## src/rtl/pixel_feeder.sv

```systemverilog
// pixel_feeder
// Streams one 5-row image band to a downstream consumer, one column at a
// time. For each column, five rows are read from a synchronous memory
// (1-cycle read latency). They are collected in a shadow register and then
// presented together as one beat on pixel_in0..4 with pixel_valid.
//
// Parameters
//   WIDTH  columns per band (2..1023)
//   AW     memory address width; addresses wrap modulo 2^AW
//
// Ports
//   clk, reset          single clock, synchronous active-high reset
//   start, band_row     start a band whose top image row is band_row
//   stall               downstream hold; freezes the FSM, counters and read strobe
//   mem_rd, mem_addr    memory read request (row-major: row*WIDTH + col)
//   mem_data            read data, valid one cycle after mem_rd
//   pixel_in0..4        column pixels for rows band_row+0..+4
//   pixel_valid         one beat per issued column
//   load_end            marks the final beat of the band
//   busy, done          activity flag and end-of-band pulse
//
// Build option
//   PIXEL_FEEDER_PAD_EN adds an all-zero column before column 0 and another
//   after column WIDTH-1. The trailing pad column carries load_end.

module pixel_feeder #(
    parameter int WIDTH = 100,
    parameter int AW    = 14
) (
    input  logic          clk,
    input  logic          reset,
    input  logic          start,
    input  logic [6:0]    band_row,
    input  logic          stall,
    output logic          mem_rd,
    output logic [AW-1:0] mem_addr,
    input  logic [4:0]    mem_data,
    output logic [4:0]    pixel_in0,
    output logic [4:0]    pixel_in1,
    output logic [4:0]    pixel_in2,
    output logic [4:0]    pixel_in3,
    output logic [4:0]    pixel_in4,
    output logic          pixel_valid,
    output logic          load_end,
    output logic          busy,
    output logic          done
);

    typedef enum logic [1:0] {S_IDLE, S_FETCH, S_ISSUE, S_FIN} state_t;

    localparam int            CW       = 10;
    localparam logic [CW-1:0] LAST_COL = CW'(WIDTH - 1);
    localparam logic [AW-1:0] W_STEP   = AW'(WIDTH);

    // band_row * WIDTH as a shift-and-add of a constant (no multiplier).
    function automatic logic [AW-1:0] band_base(input logic [6:0] row);
        logic [AW-1:0] acc;
        acc = '0;
        for (int b = 0; b < 7; b++) begin
            if (row[b]) acc = acc + (W_STEP << b);
        end
        return acc;
    endfunction

    state_t        r_state;
    logic [CW-1:0] r_col;
    logic [AW-1:0] r_col_addr;   // address of row 0 of the current column
    logic [AW-1:0] r_mem_addr;
    logic          r_mem_rd;
    logic [2:0]    r_rd_row;     // next row to read; 5 means all reads issued
    logic          r_inflight;   // a read fired last cycle; its data is on mem_data now
    logic [2:0]    r_cap_row;
    logic [4:0]    r_shadow [0:4];
    logic [4:0]    r_pix    [0:4];
    logic          r_pixel_valid;
    logic          r_load_end;
    logic          r_busy;
    logic          r_done;
`ifdef PIXEL_FEEDER_PAD_EN
    logic          r_pad_lead;
    logic          r_pad_tail;
`endif

    logic          w_rd_fire;
    logic [4:0]    w_shadow_nxt [0:4];

    // A stalled read is held back and is issued once stall drops.
    assign w_rd_fire = r_mem_rd & ~stall;

    // Shadow contents including the capture in progress. The last row lands
    // on the same edge that moves the column into the pixel outputs.
    always_comb begin
        // NOTE: assign the whole array first so no path leaves it unassigned (no latch).
        w_shadow_nxt = r_shadow;
        if (r_inflight) w_shadow_nxt[r_cap_row] = mem_data;
    end

    always_ff @(posedge clk) begin
        if (reset) begin
            r_state       <= S_IDLE;
            r_col         <= '0;
            r_col_addr    <= '0;
            r_mem_addr    <= '0;
            r_mem_rd      <= 1'b0;
            r_rd_row      <= '0;
            r_inflight    <= 1'b0;
            r_cap_row     <= '0;
            r_pixel_valid <= 1'b0;
            r_load_end    <= 1'b0;
            r_busy        <= 1'b0;
            r_done        <= 1'b0;
            // NOTE: these small arrays are flops, not RAM, so clearing them on reset is cheap and required.
            for (int i = 0; i < 5; i++) begin
                r_shadow[i] <= '0;
                r_pix[i]    <= '0;
            end
`ifdef PIXEL_FEEDER_PAD_EN
            r_pad_lead    <= 1'b0;
            r_pad_tail    <= 1'b0;
`endif
        end else begin
            // Data from a read that fired last cycle is captured even while stalled.
            r_shadow   <= w_shadow_nxt;
            r_inflight <= w_rd_fire;
            r_cap_row  <= r_rd_row;

            if (!stall) begin
                case (r_state)
                    S_IDLE: begin
                        if (start) begin
                            r_busy     <= 1'b1;
                            r_col      <= '0;
                            r_col_addr <= band_base(band_row);
                            r_mem_addr <= band_base(band_row);
                            r_rd_row   <= '0;
`ifdef PIXEL_FEEDER_PAD_EN
                            r_state       <= S_ISSUE;
                            r_pad_lead    <= 1'b1;
                            r_pixel_valid <= 1'b1;
                            for (int i = 0; i < 5; i++) r_pix[i] <= '0;
`else
                            r_state  <= S_FETCH;
                            r_mem_rd <= 1'b1;
`endif
                        end
                    end

                    S_FETCH: begin
                        if (r_mem_rd) begin
                            r_rd_row <= r_rd_row + 3'd1;
                            if (r_rd_row == 3'd4) r_mem_rd   <= 1'b0;
                            else                  r_mem_addr <= r_mem_addr + W_STEP;
                        end
                        // All reads issued means the last capture is happening now.
                        if (r_rd_row == 3'd5) begin
                            r_state       <= S_ISSUE;
                            r_pix         <= w_shadow_nxt;
                            r_pixel_valid <= 1'b1;
`ifdef PIXEL_FEEDER_PAD_EN
                            r_load_end    <= 1'b0;
`else
                            r_load_end    <= (r_col == LAST_COL);
`endif
                        end
                    end

                    S_ISSUE: begin
                        r_pixel_valid <= 1'b0;
                        r_load_end    <= 1'b0;
`ifdef PIXEL_FEEDER_PAD_EN
                        if (r_pad_lead) begin
                            r_pad_lead <= 1'b0;
                            r_state    <= S_FETCH;
                            r_mem_rd   <= 1'b1;
                            r_rd_row   <= '0;
                        end else if (r_pad_tail) begin
                            r_pad_tail <= 1'b0;
                            r_state    <= S_FIN;
                            r_done     <= 1'b1;
                        end else
`endif
                        if (r_col != LAST_COL) begin
                            r_col      <= r_col + CW'(1);
                            r_col_addr <= r_col_addr + AW'(1);
                            r_mem_addr <= r_col_addr + AW'(1);
                            r_mem_rd   <= 1'b1;
                            r_rd_row   <= '0;
                            r_state    <= S_FETCH;
                        end else begin
`ifdef PIXEL_FEEDER_PAD_EN
                            // Trailing pad column: stay in ISSUE for one more beat.
                            r_pad_tail    <= 1'b1;
                            r_pixel_valid <= 1'b1;
                            r_load_end    <= 1'b1;
                            for (int i = 0; i < 5; i++) r_pix[i] <= '0;
`else
                            r_state <= S_FIN;
                            r_done  <= 1'b1;
`endif
                        end
                    end

                    S_FIN: begin
                        r_done  <= 1'b0;
                        r_busy  <= 1'b0;
                        r_state <= S_IDLE;
                    end

                    default: r_state <= S_IDLE;
                endcase
            end
        end
    end

    assign mem_rd      = w_rd_fire;
    assign mem_addr    = r_mem_addr;
    assign pixel_in0   = r_pix[0];
    assign pixel_in1   = r_pix[1];
    assign pixel_in2   = r_pix[2];
    assign pixel_in3   = r_pix[3];
    assign pixel_in4   = r_pix[4];
    assign pixel_valid = r_pixel_valid;
    assign load_end    = r_load_end;
    assign busy        = r_busy;
    assign done        = r_done;

endmodule

```

## config.mk

```make
export PLATFORM = sky130hd
export DESIGN_NAME = pixel_feeder
export DESIGN_NICKNAME = d
export VERILOG_FILES = /design/src/rtl/pixel_feeder.sv
export SDC_FILE = /design/constraint.sdc
export NUM_CORES = 1
export LEC_CHECK = 0
export CORE_UTILIZATION = 45
export DETAILED_ROUTE_END_ITERATION = 8
export GPL_ROUTABILITY_DRIVEN = 0
export PLACE_DENSITY = 0.66
export SYNTH_ARGS = -nofsm -noshare
export SYNTH_HDL_FRONTEND = slang
export SYNTH_SLANG_ARGS = --single-unit
```

## constraint.sdc

```tcl
create_clock -name clk -period 8.02 [get_ports clk]
set_input_delay 2.005 -clock clk [delete_from_list [all_inputs] [get_ports clk]]
set_output_delay 2.005 -clock clk [all_outputs]
set_load 0.02 [all_outputs]
```

==> impl_results.md <==
- Status: complete, no violations
- Yosys Warn Count: 0
- Die area: ~12000 sq um
- RSZ-0062 raised after global routing: no
- Hold Crit Class: reg -> reg
- Final setup viols: 0
- Clock latency on the worst-skew pair: 350 ps
- Largest stage delay on the critical path: ~640 ps
- DP HPWL: roughly 8.6 mm
- LEAKAGE: about 2.2 nW
- Top post-synthesis cells by count: dfxtp_1 (102), nor2_1 (100), nand2_1 (47)
- Ant. Diodes: 0
- CP Launch Type: input pin
- CTS Buf Count: 9
- Least-Margin Pin Slew: roughly 1100 ps
- Critical path required time: 6020 ps
- Post-synth top area share: 0.3849
- Endpoint class of the critical path: primary output
- Die width: 110.6 um
- CTS Buffer Depth: 2
- Int Power: between 0.0008 and 0.0009 W
- Synth top area cells: dfxtp_1 (38%), nor2_1 (7.1%), mux2i_1 (5.5%), a211oi_1 (5.0%), xnor2_1 (4.5%)
- Final instance area: 6246 sq um
- WL per Instance: ~15 um
- Area of the mapped netlist: around 5300 sq um
- Post-route clock skew: between 7 and 8 ps
- Seq/Total Area, Yosys: 0.3849
- Hold Vio Cnt, Final: 0
- Count leader, synth: dfxtp_1
- Synth unique cells: between 60 and 70
- Asr flop ratio synth: 0
- Crit-path most repeated cell: clkdlybuf4s50_1
- Syn Area/Cell: around 8.5 sq um
- Sequential group share of total power: 0.448
- CTS Sinks: 102
- Antenna-violating nets left: 0
- # hold bufs at CTS: 0
- Crit path DAT: between 3000 and 4000 ps
- Drt drc: 0
- Crit share post-route: 0.6793
- Sw frac: 0.3084
- Fmax: between 150 and 200 MHz
- Critical path type: in -> out
- Final max-slew violation count: 0
- Tmin final: around 5400 ps
- Die height: about 110 um
- Post-cts sizing count: 0
- Mapped Cells: roughly 620
- Total track usage: 0.2039
- Largest net degree at the start of global routing: between 60 and 70
- Total Wirelength: 12.25 mm
- MaxCap Viol Count: 0
- Psw: 0.0003760 W
- Area leader, netlist: dfxtp_1
- Rows: 39
- Layout area overhead: 17.74%
- Final setup margin: ~2600 ps
- Slew Limit Headroom: 0.2854
- Via/cell ratio: 5.636
- Global-route wire length before repair: around 20 mm
- Vias in the first global route: 4156
- Syn_nets: 656
- Max VDD drop: about 0.00013 V
- Crit path max-delay cell type: clkdlybuf4s50_1
- TritonCTS clock tree: built
- Share of layout cells above drive strength 1: 0.06617
- Cell Chain, Critical Path: clkdlybuf4s50_1 > nor2b_1 > clkdlybuf4s50_1
- Worst path bufs/invs: 2
- Pwr per Cell Area: 195.2 nW/um^2
- Ys flop type: dfxtp_1
- Port buffer count: 59
- CP delay by family, top: buffers and inverters
- Dpl cell area: between 5000 and 6000 sq um
- Worst-path fanout max: 8
- Via Count: 4554
- Ports: 60
- Post-CTS Setup Bufs: 0
- Initial core utilization: 0.4626
- Antenna violations before repair: 0
- Clock power frac: 0.351
- Setup Slack @ Placement: between 2000 and 2500 ps
- H-tree Lvls: 3
- Iteration-0 DRC Markers: 307
- Remaining Overflow, GRT: 0
- Seq cells post-synth: 102
- 1st-pass router iterations: 5
- Clock Pin Slew Worst Setup and Hold Paths: approximately 70 ps
- CORE AREA: roughly 11000 sq um
- NumNets Final: roughly 690
- EDFF count, synth: 0
- Gate power share: 0.201
- Clk root buf: clkbuf_16
- TNS Setup: 0 ps
## worst register-to-register path: cells and delay by family, from the launching register on
family                   cells  cell delay (ps)
AO/OA/AOI/OAI                2              500
adder cells (fa/ha/maj)      1              230
multiplexers                 1              170
buffers and inverters        2              440
AND/OR/NAND/NOR              4             1030
flip-flops                   1              410
## per-layer routing
metal  GRT usage  routed length (um)  vias up
met2      0.3226                5589       99
met5           0                   0        -
li1            -                   -     2284
met3     0.03293                 436       16
met1      0.2805                6045     2155
met4     0.07200                 180        0
## power groups by stage
stage	combinational [W]	sequential, W	clock [W]
final	0.000245	0.000546	0.000427
after floorplan	0.000172	0.000560	0
after detailed placement	0.000244	0.000557	0
after global placement	0.000239	0.000557	0
after global routing	0.000270	0.000549	0.000461
after CTS	0.000245	0.000546	0.000440
## area by class of cell
| type | instances | area, sq um |
|---|---|---|
| Fill cell | 1049 | 5221 |
| Multi-Input combinational cell | 461 | 3028 |
| Sequential cell | 102 | 2042 |
| Timing Repair Buffer | 64 | 623.1 |
| Clock buffer | 9 | 225.2 |
| Tap cell | 143 | 178.9 |
| Inverter | 22 | 82.58 |
| Clock inverter | 7 | 66.31 |
## final timing paths
path | startpoint | end | slack, ps | cells past startpoint
worst min register to register | r_rd_row[1] | r_rd_row[1] | 470 | 2
worst max-delay path | stall | mem_rd | 2570 | 3
worst max register to register | r_col[0] | mem_addr[5] | 5090 | 10
worst min-delay path | r_rd_row[1] | r_rd_row[1] | 470 | 2
## per-stage QoR
step | std cells | hold WS, ps | utilization | total power [W]
after global placement | 792 | 463.1 | 0.5193 | 0.0007955
after global routing | 808 | 510.4 | 0.5447 | 0.001280
after floorplan | 622 | 448.6 | - | 0.0007324
after CTS | 808 | 475.7 | 0.5447 | 0.001230
after detailed placement | 792 | 465.9 | 0.5193 | 0.0008012
final | 808 | 471.8 | 0.5447 | 0.001219
## layout by cell type, fill, tap and decap left out, types with 8 or more instances in the layout
master / n
nor2_1: 100
nor3_1: 8
nand3_1: 15
inv_1: 20
xnor2_1: 27
mux2i_1: 29
dfxtp_1: 102
nand2_1: 47
clkdlybuf4s50_1: 58
o21ai_0: 18
a21oi_1: 36
nand4_1: 12
xor2_1: 15
ha_1: 18
a211oi_1: 35
clkbuf_16: 9
## cell families (layout without fill, tap and decap cells)
group	after synthesis	after routing	synth area share
muxes	33	33	0.06321
xor gates and xnor gates	46	46	0.08585
buffers and inverters	59	102	0.04528
AOI/OAI and AO/OA	143	143	0.1856
adders and majority gates	18	18	0.04245
DFF	102	102	0.3849
and+or+nand+nor	221	221	0.1927
## state kept, by name (all words and copies together), names as in the netlist, 2 cells and up
signal      cells
r_shadow       25
r_col          10
pixel_in4       5
r_cap_row       3
pixel_in0       5
pixel_in2       5
pixel_in1       5
r_col_addr     14
mem_addr       14
r_state         2
r_rd_row        3
pixel_in3       5
Power figures use the tool's default switching activity.
